<file path="config.mk">
export PLATFORM = sky130hd
export DESIGN_NAME = ldo_test_pattern_gen_flat
export DESIGN_NICKNAME = d
export VERILOG_FILES = /design/src/rtl/ldo_test_pattern_gen_pkg.sv /design/src/rtl/ldo_test_pattern_gen_if.sv /design/src/rtl/ldo_test_pattern_gen_therm_enc.sv /design/src/rtl/ldo_test_pattern_gen.sv /design/src/flat_wrapper.sv
export SDC_FILE = /design/constraint.sdc
export NUM_CORES = 1
export LEC_CHECK = 0
export CAP_MARGIN = 20
export CORE_MARGIN = 1.5
export CORE_UTILIZATION = 55
export CTS_CLUSTER_SIZE = 20
export DETAILED_ROUTE_END_ITERATION = 7
export GPL_TIMING_DRIVEN = 1
export PLACE_DENSITY = 0.8
export SYNTH_ARGS = -nofsm -noshare
export SYNTH_HDL_FRONTEND = slang
export SYNTH_SLANG_ARGS = --single-unit
</file>
<file path="constraint.sdc">
create_clock -name clk -period 3.3 [get_ports clk]
set_input_delay 0.66 -clock clk [delete_from_list [all_inputs] [get_ports clk]]
set_output_delay 0.66 -clock clk [all_outputs]
set_load 0.005 [all_outputs]
</file>
<file path="src/rtl/ldo_test_pattern_gen_pkg.sv">
// ----------------------------------------------------------------------------
// ldo_test_pkg
// Shared definitions for the LDO test-override pattern generator:
//   - sizing: N_LEGS (pass-transistor legs), CNT_W (level width), DWELL_W
//   - pattern mode encodings carried on cfg_mode
//   - sequencer state enum
//   - level clamp and mode-validity helpers
// ----------------------------------------------------------------------------
package ldo_test_pkg;

    localparam int N_LEGS  = 32;
    localparam int CNT_W   = 6;
    localparam int DWELL_W = 16;

    localparam logic [2:0] MODE_HOLD      = 3'd0;
    localparam logic [2:0] MODE_RAMP_UP   = 3'd1;
    localparam logic [2:0] MODE_RAMP_DOWN = 3'd2;
    localparam logic [2:0] MODE_TRIANGLE  = 3'd3;
    localparam logic [2:0] MODE_STEP      = 3'd4;

    typedef enum logic [1:0] {
        ST_IDLE = 2'd0,
        ST_RUN  = 2'd1,
        ST_DONE = 2'd2
    } state_t;

    // A level can never exceed the number of legs.
    function automatic logic [CNT_W-1:0] clamp_lvl(input logic [CNT_W-1:0] v);
        return (v > CNT_W'(N_LEGS)) ? CNT_W'(N_LEGS) : v;
    endfunction

    // Modes 5..7 are reserved.
    function automatic logic mode_valid(input logic [2:0] m);
        return (m <= MODE_STEP);
    endfunction

endpackage

</file>
<file path="src/rtl/ldo_test_pattern_gen_if.sv">
// ----------------------------------------------------------------------------
// ldo_test_pattern_gen_if
// Control/config and override-output bundle of the pattern generator.
//   master : test controller side (drives start/stop/cfg_*, observes outputs)
//   slave  : generator side
// Signals: start, stop, cfg_mode[2:0], cfg_lo, cfg_hi, cfg_dwell,
//          test_en, test_code[N_LEGS-1:0], cur_count, busy, done, err
// ----------------------------------------------------------------------------
interface ldo_test_pattern_gen_if;
    import ldo_test_pkg::*;

    logic                start;
    logic                stop;
    logic [2:0]          cfg_mode;
    logic [CNT_W-1:0]    cfg_lo;
    logic [CNT_W-1:0]    cfg_hi;
    logic [DWELL_W-1:0]  cfg_dwell;
    logic                test_en;
    logic [N_LEGS-1:0]   test_code;
    logic [CNT_W-1:0]    cur_count;
    logic                busy;
    logic                done;
    logic                err;

    modport master (
        output start, stop, cfg_mode, cfg_lo, cfg_hi, cfg_dwell,
        input  test_en, test_code, cur_count, busy, done, err
    );

    modport slave (
        input  start, stop, cfg_mode, cfg_lo, cfg_hi, cfg_dwell,
        output test_en, test_code, cur_count, busy, done, err
    );

endinterface

</file>
<file path="src/rtl/ldo_test_pattern_gen_therm_enc.sv">
// ----------------------------------------------------------------------------
// ldo_therm_enc
// Combinational level-to-thermometer encoder: code_o = (1 << count_i) - 1,
// i.e. the lowest count_i legs are on. count_i = N_LEGS gives all ones.
//   count_i : level, CNT_W bits
//   code_o  : thermometer code, N_LEGS bits
// ----------------------------------------------------------------------------
module ldo_therm_enc
    import ldo_test_pkg::*;
(
    input  logic [CNT_W-1:0]  count_i,
    output logic [N_LEGS-1:0] code_o
);

    always_comb begin
        code_o = '0;
        for (int i = 0; i < N_LEGS; i++) begin
            code_o[i] = (count_i > CNT_W'(i));
        end
    end

endmodule

</file>
<file path="src/rtl/ldo_test_pattern_gen.sv">
// ----------------------------------------------------------------------------
// ldo_test_pattern_gen
// Sequencer for the LDO test override (ldotop_en / ldotop_test_in). Plays
// hold, ramp-up, ramp-down, triangle or step patterns of thermometer codes,
// each level held for a programmable dwell, and drops the override when the
// pattern ends or is aborted so the regulator returns to closed loop.
//   clk : controller clock
//   rst : asynchronous, active-high reset
//   tp  : slave modport -- start/stop/cfg_* in; test_en, test_code,
//         cur_count, busy, done, err out (all registered)
// ----------------------------------------------------------------------------
module ldo_test_pattern_gen
    import ldo_test_pkg::*;
(
    input  logic                    clk,
    input  logic                    rst,
    ldo_test_pattern_gen_if.slave   tp
);

    state_t              state_q;
    logic [2:0]          mode_q;
    logic [CNT_W-1:0]    lo_q, hi_q;
    logic [DWELL_W-1:0]  dwell_q, dwell_cnt_q;
    logic [CNT_W-1:0]    cur_q, cur_d;
    logic                dir_up_q, dir_up_d;
    logic                step_hi_q, step_hi_d;
    logic                test_en_q, busy_q, done_q, err_q;
    logic [N_LEGS-1:0]   code_q, code_d;

    logic [CNT_W-1:0]    lo_c, hi_c, lo_new, hi_new;
    logic [DWELL_W-1:0]  dwell_new;
    logic                accept, adv, fin;

    // Config conditioning: clamp, order, and never allow a zero dwell.
    assign lo_c      = clamp_lvl(tp.cfg_lo);
    assign hi_c      = clamp_lvl(tp.cfg_hi);
    assign lo_new    = (lo_c > hi_c) ? hi_c : lo_c;
    assign hi_new    = (lo_c > hi_c) ? lo_c : hi_c;
    assign dwell_new = (tp.cfg_dwell == '0) ? DWELL_W'(1) : tp.cfg_dwell;

    assign accept = (state_q == ST_IDLE) && tp.start && mode_valid(tp.cfg_mode);
    assign adv    = (dwell_cnt_q == '0);

    // Next level. The code register is loaded from the encoded next level so
    // test_code and cur_count always change on the same edge.
    always_comb begin
        cur_d     = cur_q;
        dir_up_d  = dir_up_q;
        step_hi_d = step_hi_q;
        fin       = 1'b0;
        case (state_q)
            ST_IDLE: begin
                cur_d = '0;
                if (accept) begin
                    cur_d     = (tp.cfg_mode == MODE_RAMP_DOWN) ? hi_new : lo_new;
                    dir_up_d  = 1'b1;
                    step_hi_d = 1'b0;
                end
            end
            ST_RUN: begin
                if (tp.stop) begin
                    fin = 1'b1;
                end else if (adv) begin
                    case (mode_q)
                        MODE_RAMP_UP: begin
                            if (cur_q == hi_q) fin = 1'b1;
                            else               cur_d = cur_q + CNT_W'(1);
                        end
                        MODE_RAMP_DOWN: begin
                            if (cur_q == lo_q) fin = 1'b1;
                            else               cur_d = cur_q - CNT_W'(1);
                        end
                        MODE_TRIANGLE: begin
                            // Turn around without repeating the endpoint.
                            if (lo_q != hi_q) begin
                                if (dir_up_q) begin
                                    if (cur_q == hi_q) begin
                                        cur_d    = cur_q - CNT_W'(1);
                                        dir_up_d = 1'b0;
                                    end else begin
                                        cur_d = cur_q + CNT_W'(1);
                                    end
                                end else begin
                                    if (cur_q == lo_q) begin
                                        cur_d    = cur_q + CNT_W'(1);
                                        dir_up_d = 1'b1;
                                    end else begin
                                        cur_d = cur_q - CNT_W'(1);
                                    end
                                end
                            end
                        end
                        MODE_STEP: begin
                            step_hi_d = ~step_hi_q;
                            cur_d     = step_hi_q ? lo_q : hi_q;
                        end
                        default: cur_d = cur_q;   // HOLD
                    endcase
                end
                if (fin) cur_d = '0;
            end
            default: cur_d = '0;
        endcase
    end

    ldo_therm_enc u_enc (
        .count_i (cur_d),
        .code_o  (code_d)
    );

    always_ff @(posedge clk or posedge rst) begin
        if (rst) begin
            state_q     <= ST_IDLE;
            mode_q      <= MODE_HOLD;
            lo_q        <= '0;
            hi_q        <= '0;
            dwell_q     <= '0;
            dwell_cnt_q <= '0;
            cur_q       <= '0;
            dir_up_q    <= 1'b1;
            step_hi_q   <= 1'b0;
            code_q      <= '0;
            test_en_q   <= 1'b0;
            busy_q      <= 1'b0;
            done_q      <= 1'b0;
            err_q       <= 1'b0;
        end else begin
            cur_q     <= cur_d;
            code_q    <= code_d;
            dir_up_q  <= dir_up_d;
            step_hi_q <= step_hi_d;
            done_q    <= 1'b0;
            err_q     <= 1'b0;
            case (state_q)
                ST_IDLE: begin
                    if (accept) begin
                        state_q     <= ST_RUN;
                        mode_q      <= tp.cfg_mode;
                        lo_q        <= lo_new;
                        hi_q        <= hi_new;
                        dwell_q     <= dwell_new;
                        dwell_cnt_q <= dwell_new - DWELL_W'(1);
                        test_en_q   <= 1'b1;
                        busy_q      <= 1'b1;
                    end else if (tp.start) begin
                        err_q <= 1'b1;
                    end
                end
                ST_RUN: begin
                    if (fin) begin
                        state_q   <= ST_DONE;
                        test_en_q <= 1'b0;
                        done_q    <= 1'b1;
                    end else if (adv) begin
                        dwell_cnt_q <= dwell_q - DWELL_W'(1);
                    end else begin
                        dwell_cnt_q <= dwell_cnt_q - DWELL_W'(1);
                    end
                end
                default: begin
                    state_q   <= ST_IDLE;
                    test_en_q <= 1'b0;
                    busy_q    <= 1'b0;
                end
            endcase
        end
    end

    assign tp.test_en   = test_en_q;
    assign tp.test_code = code_q;
    assign tp.cur_count = cur_q;
    assign tp.busy      = busy_q;
    assign tp.done      = done_q;
    assign tp.err       = err_q;

endmodule

</file>
<file path="src/flat_wrapper.sv">
// flat-port wrapper written by rule: the top's interface ports become plain ports
module ldo_test_pattern_gen_flat import ldo_test_pkg::*;
  (clk, rst, tp_start, tp_stop, tp_cfg_mode, tp_cfg_lo, tp_cfg_hi, tp_cfg_dwell, tp_test_en, tp_test_code, tp_cur_count, tp_busy, tp_done, tp_err);
  ldo_test_pattern_gen_if tp_i ();
  input  logic clk;
  input  logic rst;
  input wire logic [$bits(tp_i.start)-1:0] tp_start;
  input wire logic [$bits(tp_i.stop)-1:0] tp_stop;
  input wire logic [$bits(tp_i.cfg_mode)-1:0] tp_cfg_mode;
  input wire logic [$bits(tp_i.cfg_lo)-1:0] tp_cfg_lo;
  input wire logic [$bits(tp_i.cfg_hi)-1:0] tp_cfg_hi;
  input wire logic [$bits(tp_i.cfg_dwell)-1:0] tp_cfg_dwell;
  output wire logic [$bits(tp_i.test_en)-1:0] tp_test_en;
  output wire logic [$bits(tp_i.test_code)-1:0] tp_test_code;
  output wire logic [$bits(tp_i.cur_count)-1:0] tp_cur_count;
  output wire logic [$bits(tp_i.busy)-1:0] tp_busy;
  output wire logic [$bits(tp_i.done)-1:0] tp_done;
  output wire logic [$bits(tp_i.err)-1:0] tp_err;
  assign tp_i.start = tp_start;
  assign tp_i.stop = tp_stop;
  assign tp_i.cfg_mode = tp_cfg_mode;
  assign tp_i.cfg_lo = tp_cfg_lo;
  assign tp_i.cfg_hi = tp_cfg_hi;
  assign tp_i.cfg_dwell = tp_cfg_dwell;
  assign tp_test_en = tp_i.test_en;
  assign tp_test_code = tp_i.test_code;
  assign tp_cur_count = tp_i.cur_count;
  assign tp_busy = tp_i.busy;
  assign tp_done = tp_i.done;
  assign tp_err = tp_i.err;
  ldo_test_pattern_gen u_core (.clk(clk), .rst(rst), .tp(tp_i));
endmodule
</file>
==> flow_summary.json <==
{
  "syn-mean-instance-area_sq_um": 8.613,
  "vias_per_cell": 5.780,
  "clkPwrFrac_pct": 20.1,
  "start_util_pct": 55.94,
  "leakagePower_nw": 3.203,
  "p_int_mw": 2.507,
  "yosysUniqueCellTypes": 71,
  "drt_first_pass_iters": 5,
  "layout_commonest_cell": "nand2_1",
  "critPathMaxFanout": 8,
  "layout_common_cells": "113 x nand2_1, 90 x dfrtp_1, 74 x clkdlybuf4s50_1",
  "peakVddDrop_v": 0.0003362,
  "status": "finished, final reports clean",
  "fp.coreArea_sq_um": 9684,
  "grt_pass1_vias": 5130,
  "cts.clk_slew.worst_paths_ns": 0.11,
  "synth.ff_latch_count": 91,
  "relSlewSlack_pct": 49.02,
  "clock.fmax_ghz": 0.3087,
  "combPwrFrac_pct": 39.1,
  "cts_made_buffers": 9,
  "grt_pass1_wl_mm": 24.92,
  "routedWlPerCell_um": 17.51,
  "crit_path_start": "tp_cfg_hi[1]",
  "diodes": 0,
  "r2r_slack_ns": 0.12,
  "crit_type": "input pin to register",
  "die-area_sq_um": 10460,
  "cpMaxStageDelayCell": "clkdlybuf4s50_1",
  "period_needed_ns": 3.239,
  "clock_latency_ns": 0.39,
  "postCtsHoldBufs": 0,
  "grt-ovfl-total": 0,
  "place.gp.congestion": 0.9682,
  "cts_tree": "done",
  "dpl.hpwl_mm": 11.65,
  "clock_skew_ns": 0.01638,
  "ios": 77,
  "fin_nets": 796,
  "cap_violations": 0,
  "crit_arrival_ns": 3.51,
  "final-hold-violation-count": 0,
  "fp.dieH_um": 102.3,
  "drive_gt1_share_pct": 17.57,
  "cts_root_buf": "clkbuf_8",
  "drtIter0Drc": 474,
  "grt_max_degree": 50,
  "synth_cells": 629,
  "place_ws_ns": -0.6314,
  "clock-sinks": 91,
  "seq_area_frac_synth_pct": 42.06,
  "syn_to_final_growth_pct": 30.00,
  "cts_max_path_buffers": 2,
  "worst_pin_slew_ns": 0.7648,
  "drc": 0,
  "p_sw_share_pct": 38.67,
  "reg2reg_from": "u_core.hi_q[3]",
  "routed_wl_mm": 15.59,
  "setup_viol": 0,
  "pwr_density_cell_nw_per_um2": 580.5,
  "period_share_pct": 98.16,
  "grt_usage_pct": 30.84,
  "crit_path_end": "u_core.tp.test_code[4]",
  "syn_area_sq_um": 5418,
  "end_kind": "register",
  "final.fill_count": 720,
  "worstReg2RegEnd": "u_core.tp.test_code[24]",
  "max_stage_delay_ns": 0.47,
  "seqPwrFrac_pct": 40.7,
  "fin_util_pct": 72.73,
  "drtAntennaViolNets": 0,
  "antenna_found_initial": 0,
  "slew_violations": 0,
  "rows": 36,
  "synth-edff-count": 0,
  "ys_warn_count": 0,
  "synthFlopType": "dfrtp_1",
  "setup_ws_ns": 0.06061,
  "vias": 5144,
  "die_w_um": 102.3,
  "rr_worst_depth": 11,
  "htreeDepth": 3,
  "cp-start-kind": "input pin",
  "required_ns": 3.57,
  "portBuffers": 76,
  "async_flop_share_pct": 100.0,
  "min_path_type": "register to register",
  "crit_chain": "clkdlybuf4s50_1, nor2b_2, inv_1, ha_1, nor2b_4, o21ai_2, and3b_2, nor3_4, nor2_1, buf_4, buf_4, mux2i_2, o211a_1, inv_2, nor3_4, buf_6, nand2_1",
  "p_sw_mw": 1.581,
  "synth_nets": 673
}
[registers in the layout, summed over array words and instances, names as in the netlist]
register / flops
u_core.lo_q: 6
u_core.hi_q: 6
u_core.mode_q: 3
u_core.state_q: 1
u_core.step_hi_q: 1
u_core.tp.err: 1
u_core.tp.done: 1
u_core.tp.busy: 1
u_core.tp.test_code: 32
u_core.dir_up_q: 1
u_core.tp.cur_count: 5
u_core.tp.test_en: 1
u_core.dwell_cnt_q: 16
u_core.dwell_q: 16
[logic make-up (layout without fill, tap and decap cells)]
logic type | after synthesis | after routing | share of synthesized area (%)
adder cells (fa/ha/maj) | 9 | 9 | 2.079
buffers and inverters | 53 | 181 | 4.319
AND/OR/NAND/NOR | 258 | 258 | 22.89
XOR/XNOR | 33 | 33 | 5.335
flip-flops | 91 | 91 | 42.06
multiplexers | 23 | 23 | 4.365
AO/OA/AOI/OAI | 162 | 162 | 18.96
[worst max-delay path, delay by kind of cell]
kind	cells	cell delay, ns
adder cells (fa/ha/maj)	1	0.31
AND/OR/NAND/NOR	7	1.05
multiplexers	1	0.18
AO/OA/AOI/OAI	2	0.28
buffers and inverters	6	1.04
[per-layer routing]
metal	GRT usage (%)	vias up	wire (um)
li1	-	2461	-
met1	39.89	2458	6504
met2	52.67	193	7772
met3	5.882	32	974
met4	9.168	0	335
met5	0	-	0
[timing repair]
item | CTS | global route
setup buffers | 1 | 2
gates resized for setup | 6 | 28
setup endpoints to repair | 29 | 32
pin swaps | 2 | 5
[stage by stage]
stage	cells	total power, mW	TNS (ns)	area (sq um)	hold slack, ns
after floorplan	629	2.589	0	5418	0.4453
after global placement	871	3.151	-8.999	6703	0.4592
after detailed placement	871	3.216	-16.57	6703	0.4684
after CTS	888	4.045	0	6943	0.4934
after global routing	890	4.340	-0.4726	7043	0.5212
final	890	4.088	0	7043	0.4940
[cell type report]
type	instances	area [sq um]	area share, %
repair buffers	143	1297	18.42
multi-input cells	485	2997	42.55
clock inverters	7	93.84	1.332
clock buffers	9	123.9	1.759
flip-flops and latches	91	2278	32.35
well taps	133	166.4	2.363
inverters	22	86.33	1.226
[Yosys cell counts, drive strengths merged (4+ instances only)]
cell / instances / area (sq um)
a211o: 7 / 61.31
a211oi: 4 / 35.03
a21o: 5 / 37.54
a21oi: 36 / 183.9
a311oi: 5 / 50.04
a31oi: 10 / 62.56
and3: 5 / 31.28
and4: 4 / 35.03
buf: 12 / 77.57
clkbuf: 19 / 71.32
dfrtp: 90 / 2252
ha: 9 / 112.6
inv: 22 / 85.08
mux2: 5 / 56.30
mux2i: 18 / 180.2
nand2: 115 / 431.7
nand2b: 4 / 25.02
nand3: 16 / 80.08
nand4: 5 / 31.28
nor2: 51 / 217.7
nor2b: 11 / 68.82
nor3: 18 / 106.4
nor4: 13 / 102.6
o211ai: 4 / 35.03
o21a: 4 / 30.03
o21ai: 65 / 325.3
or3: 4 / 25.02
xnor2: 13 / 113.9
xor2: 20 / 175.2
[how the worst min path moves through the flow]
stage / startpoint / to / slack [ns] / cells after the start
after global placement: u_core.dwell_q[9] / u_core.dwell_q[9] / 0.46 / 2
after CTS: u_core.dwell_q[8] / u_core.dwell_q[8] / 0.49 / 2
after global routing: u_core.dwell_q[8] / u_core.dwell_q[8] / 0.52 / 2
after detailed placement: u_core.dwell_q[11] / u_core.dwell_q[11] / 0.47 / 2
after floorplan: u_core.dwell_q[1] / u_core.dwell_q[1] / 0.45 / 2
final: u_core.dwell_q[11] / u_core.dwell_q[11] / 0.49 / 2
[power by group through the flow]
stage	clock network, mW	logic, mW	registers [mW]
final	0.824	1.60	1.67
after global routing	0.880	1.77	1.69
after CTS	0.829	1.56	1.65
after detailed placement	0	1.55	1.67
after global placement	0	1.49	1.66
after floorplan	0	0.991	1.60
Power figures use the tool's default switching activity.
==> patch, RTL diff (config.mk and constraints unchanged) <==
Change the package constant `CNT_W` from 6 to 12.
--- a/src/rtl/ldo_test_pattern_gen_pkg.sv
+++ b/src/rtl/ldo_test_pattern_gen_pkg.sv
@@ -9,7 +9,7 @@
 package ldo_test_pkg;
 
     localparam int N_LEGS  = 32;
-    localparam int CNT_W   = 6;
+    localparam int CNT_W   = 12;
     localparam int DWELL_W = 16;
 
     localparam logic [2:0] MODE_HOLD      = 3'd0;
Ports: changed (resized tp_cfg_hi, tp_cfg_lo and tp_cur_count); port bits go from 77 to 95. The function was not compared with the original's and may differ.
==> patch against the unedited design <==
Sequential cell count increased by 19. Highest routed layer unchanged. The run now ends with negative setup slack left. Non-clock buffer count is 119 higher. Die area rose by 33%. Area after synthesis is 34% higher. Power increased by 12%. Cell area up 44%. Critical path type unchanged. Routed wire length increased by 53%. Worst setup slack worse by 0.87 ns.
==> patch: results (changes against the unedited design) <==
final setup vio count=38 (was 0); global placer's final weighted congestion=0.984 (was 0.968); via count of the first global-routing pass=7157 (was 5130); count of vias placed by the detailed router=7576 (was 5144); largest fanout of any net on the critical path=5 (was 8); initial antenna violation count=0 (unchanged); arrival time at the worst endpoint=4.34 ns (was 3.51 ns); clock-pin slew on the worst setup and hold paths=0.07 ns (was 0.11 ns); leakage dissipation=4.86 nW (was 3.20 nW); outcome=complete, but fails checks (was complete, no violations); sequential area share after synthesis=37.8% (was 42.1%); crit-path leading delay family=compound AO/OA/AOI/OAI gates (was simple AND/OR/NAND/NOR gates); final critical-path setup slack=-0.807 ns (was 0.0606 ns); detailed router's first-iteration violation count=638 (was 474); clock network latency to the later pin of the worst-skew pair=0.36 ns (was 0.39 ns); buffers added on ports=94 (was 76); cells taking the most area after synthesis=sky130_fd_sc_hd__dfrtp_1 37%, sky130_fd_sc_hd__nand2_1 7.2%, sky130_fd_sc_hd__xor2_1 4.2% (was sky130_fd_sc_hd__dfrtp_1 42%, sky130_fd_sc_hd__nand2_1 8.0%, sky130_fd_sc_hd__o21ai_0 5.1%); number of library cell types mapped by synthesis=85 (was 71); pin count of the biggest net entering global routing=63 (was 50); share of post-route cells with drive strength above 1=24.6% (was 17.6%); clock tree skew after final layout=0.00928 ns (was 0.0164 ns); length of the first detailed-routing pass in iterations=7 (was 5); placement-stage cell area=9510 um^2 (was 6700 um^2); global-route wire length before repair=37.0 mm (was 24.9 mm); leading cell types by count after synthesis=139 x sky130_fd_sc_hd__nand2_1, 109 x sky130_fd_sc_hd__dfrtp_1, 67 x sky130_fd_sc_hd__nor2_1 (was 115 x sky130_fd_sc_hd__nand2_1, 90 x sky130_fd_sc_hd__dfrtp_1, 55 x sky130_fd_sc_hd__o21ai_0); post-layout net count=1146 (was 796); standard cell with the maximum stage delay on the critical path=sky130_fd_sc_hd__or4_4 (was sky130_fd_sc_hd__clkdlybuf4s50_1); worst min-delay path class=reg -> reg (unchanged); Max-slew headroom=49.5% (was 49.0%); Largest register FFs=32 (unchanged); count of synthesis-stage warnings from yosys=0 (unchanged); violations in the final reports=negative setup slack; DP Worst Slack=-1.43 ns (was -0.631 ns); HPWL Detailed=17.7 mm (was 11.6 mm); sum of routed wire length over all layers=23.9 mm (was 15.6 mm); slowest stage delay, CP=0.53 ns (was 0.47 ns); Primary FF master, synth=sky130_fd_sc_hd__dfrtp_1 (unchanged); Total GRT Usage=33.7% (was 30.8%); root buf cell=sky130_fd_sc_hd__clkbuf_16 (was sky130_fd_sc_hd__clkbuf_8); Worst VDD drop=0.385 mV (was 0.336 mV); Post-Route Setup TNS=-25.93 ns (was 0 ns)
==> patch: changes by cell type in the layout (fill, tap and decap cells not counted), moves of 11 or more <==
cell and delta:
sky130_fd_sc_hd__and2_1 +16, sky130_fd_sc_hd__buf_4 +90, sky130_fd_sc_hd__buf_6 +11, sky130_fd_sc_hd__conb_1 +12, sky130_fd_sc_hd__dfrtp_1 +19, sky130_fd_sc_hd__nand2_1 +18, sky130_fd_sc_hd__nor2_1 +15, sky130_fd_sc_hd__o21ai_1 -12
sky130_fd_sc_hd__xnor2_1 +16, sky130_fd_sc_hd__xor2_1 +15
==> patch: kinds of logic after synthesis <==
group                    Yosys count  share of synthesized area (%)
AO/OA/AOI/OAI                    190                           18.1
XOR/XNOR                          65                           7.92
adder cells (fa/ha/maj)           15                           2.58
buffers and inverters             80                           4.55
flip-flops                       110                           37.8
multiplexers                      25                           3.57
other                              2                          0.103
AND/OR/NAND/NOR                  362                           25.4
==> patch: final cells by class <==
type	instances	area [um^2]
repair buffers	262	2270
clock inverters	5	43.8
well taps	172	215
fillers	863	2620
flip-flops and latches	110	2750
clock buffers	10	229
inverters	31	140
multi-input cells	670	4510
==> patch: metal layers <==
layer,wire length (um),global-route usage (%),up-vias
li1,-,-,3490
met1,9890,45.1,3601
met2,11100,53.4,389
met3,1700,5.23,96
met4,1190,16.2,0
met5,0,0,-
==> patch: final timing paths <==
path	from	slack [ns]	cells after the start	end
hold reg to reg	u_core.dwell_q[11]$_DFFE_PP0P_	0.48	2	u_core.dwell_q[11]$_DFFE_PP0P_
setup / recovery	tp_cfg_hi[6]	-0.81	16	u_core.tp.test_code[22]$_DFF_PP0_
hold / removal	u_core.dwell_q[11]$_DFFE_PP0P_	0.48	2	u_core.dwell_q[11]$_DFFE_PP0P_
setup reg to reg	u_core.tp.cur_count[2]$_DFF_PP0_	-0.32	14	u_core.tp.test_code[22]$_DFF_PP0_
min in group asynchronous	rst	0.60	2	u_core.lo_q[6]$_DFFE_PP0P_
max in group asynchronous	rst	2.09	3	u_core.dir_up_q$_DFFE_PP1P_
==> patch: stage by stage <==
stage	total power, mW	std cells	hold WS (ns)
final	4.58	1260	0.479
after global routing	4.80	1260	0.507
after CTS	4.52	1251	0.482
after detailed placement	3.46	1226	0.463
after global placement	3.42	1226	0.459
after floorplan	2.71	859	0.446
==> patch: repair_timing <==
item                                    CTS  global route
endpoints found under the setup margin   50            51
pin swaps                                22            21
hold buffers                              0             0
setup buffers                             9             9
hold endpoints to repair                  0             0
gates resized for setup                  46            42
cloned                                    1             0
==> patch: power breakdown <==
group	switching (mW)	total [mW]	internal (mW)
combinational	0.970	1.78	0.807
sequential	0.192	1.77	1.57
clock	0.519	1.04	0.521
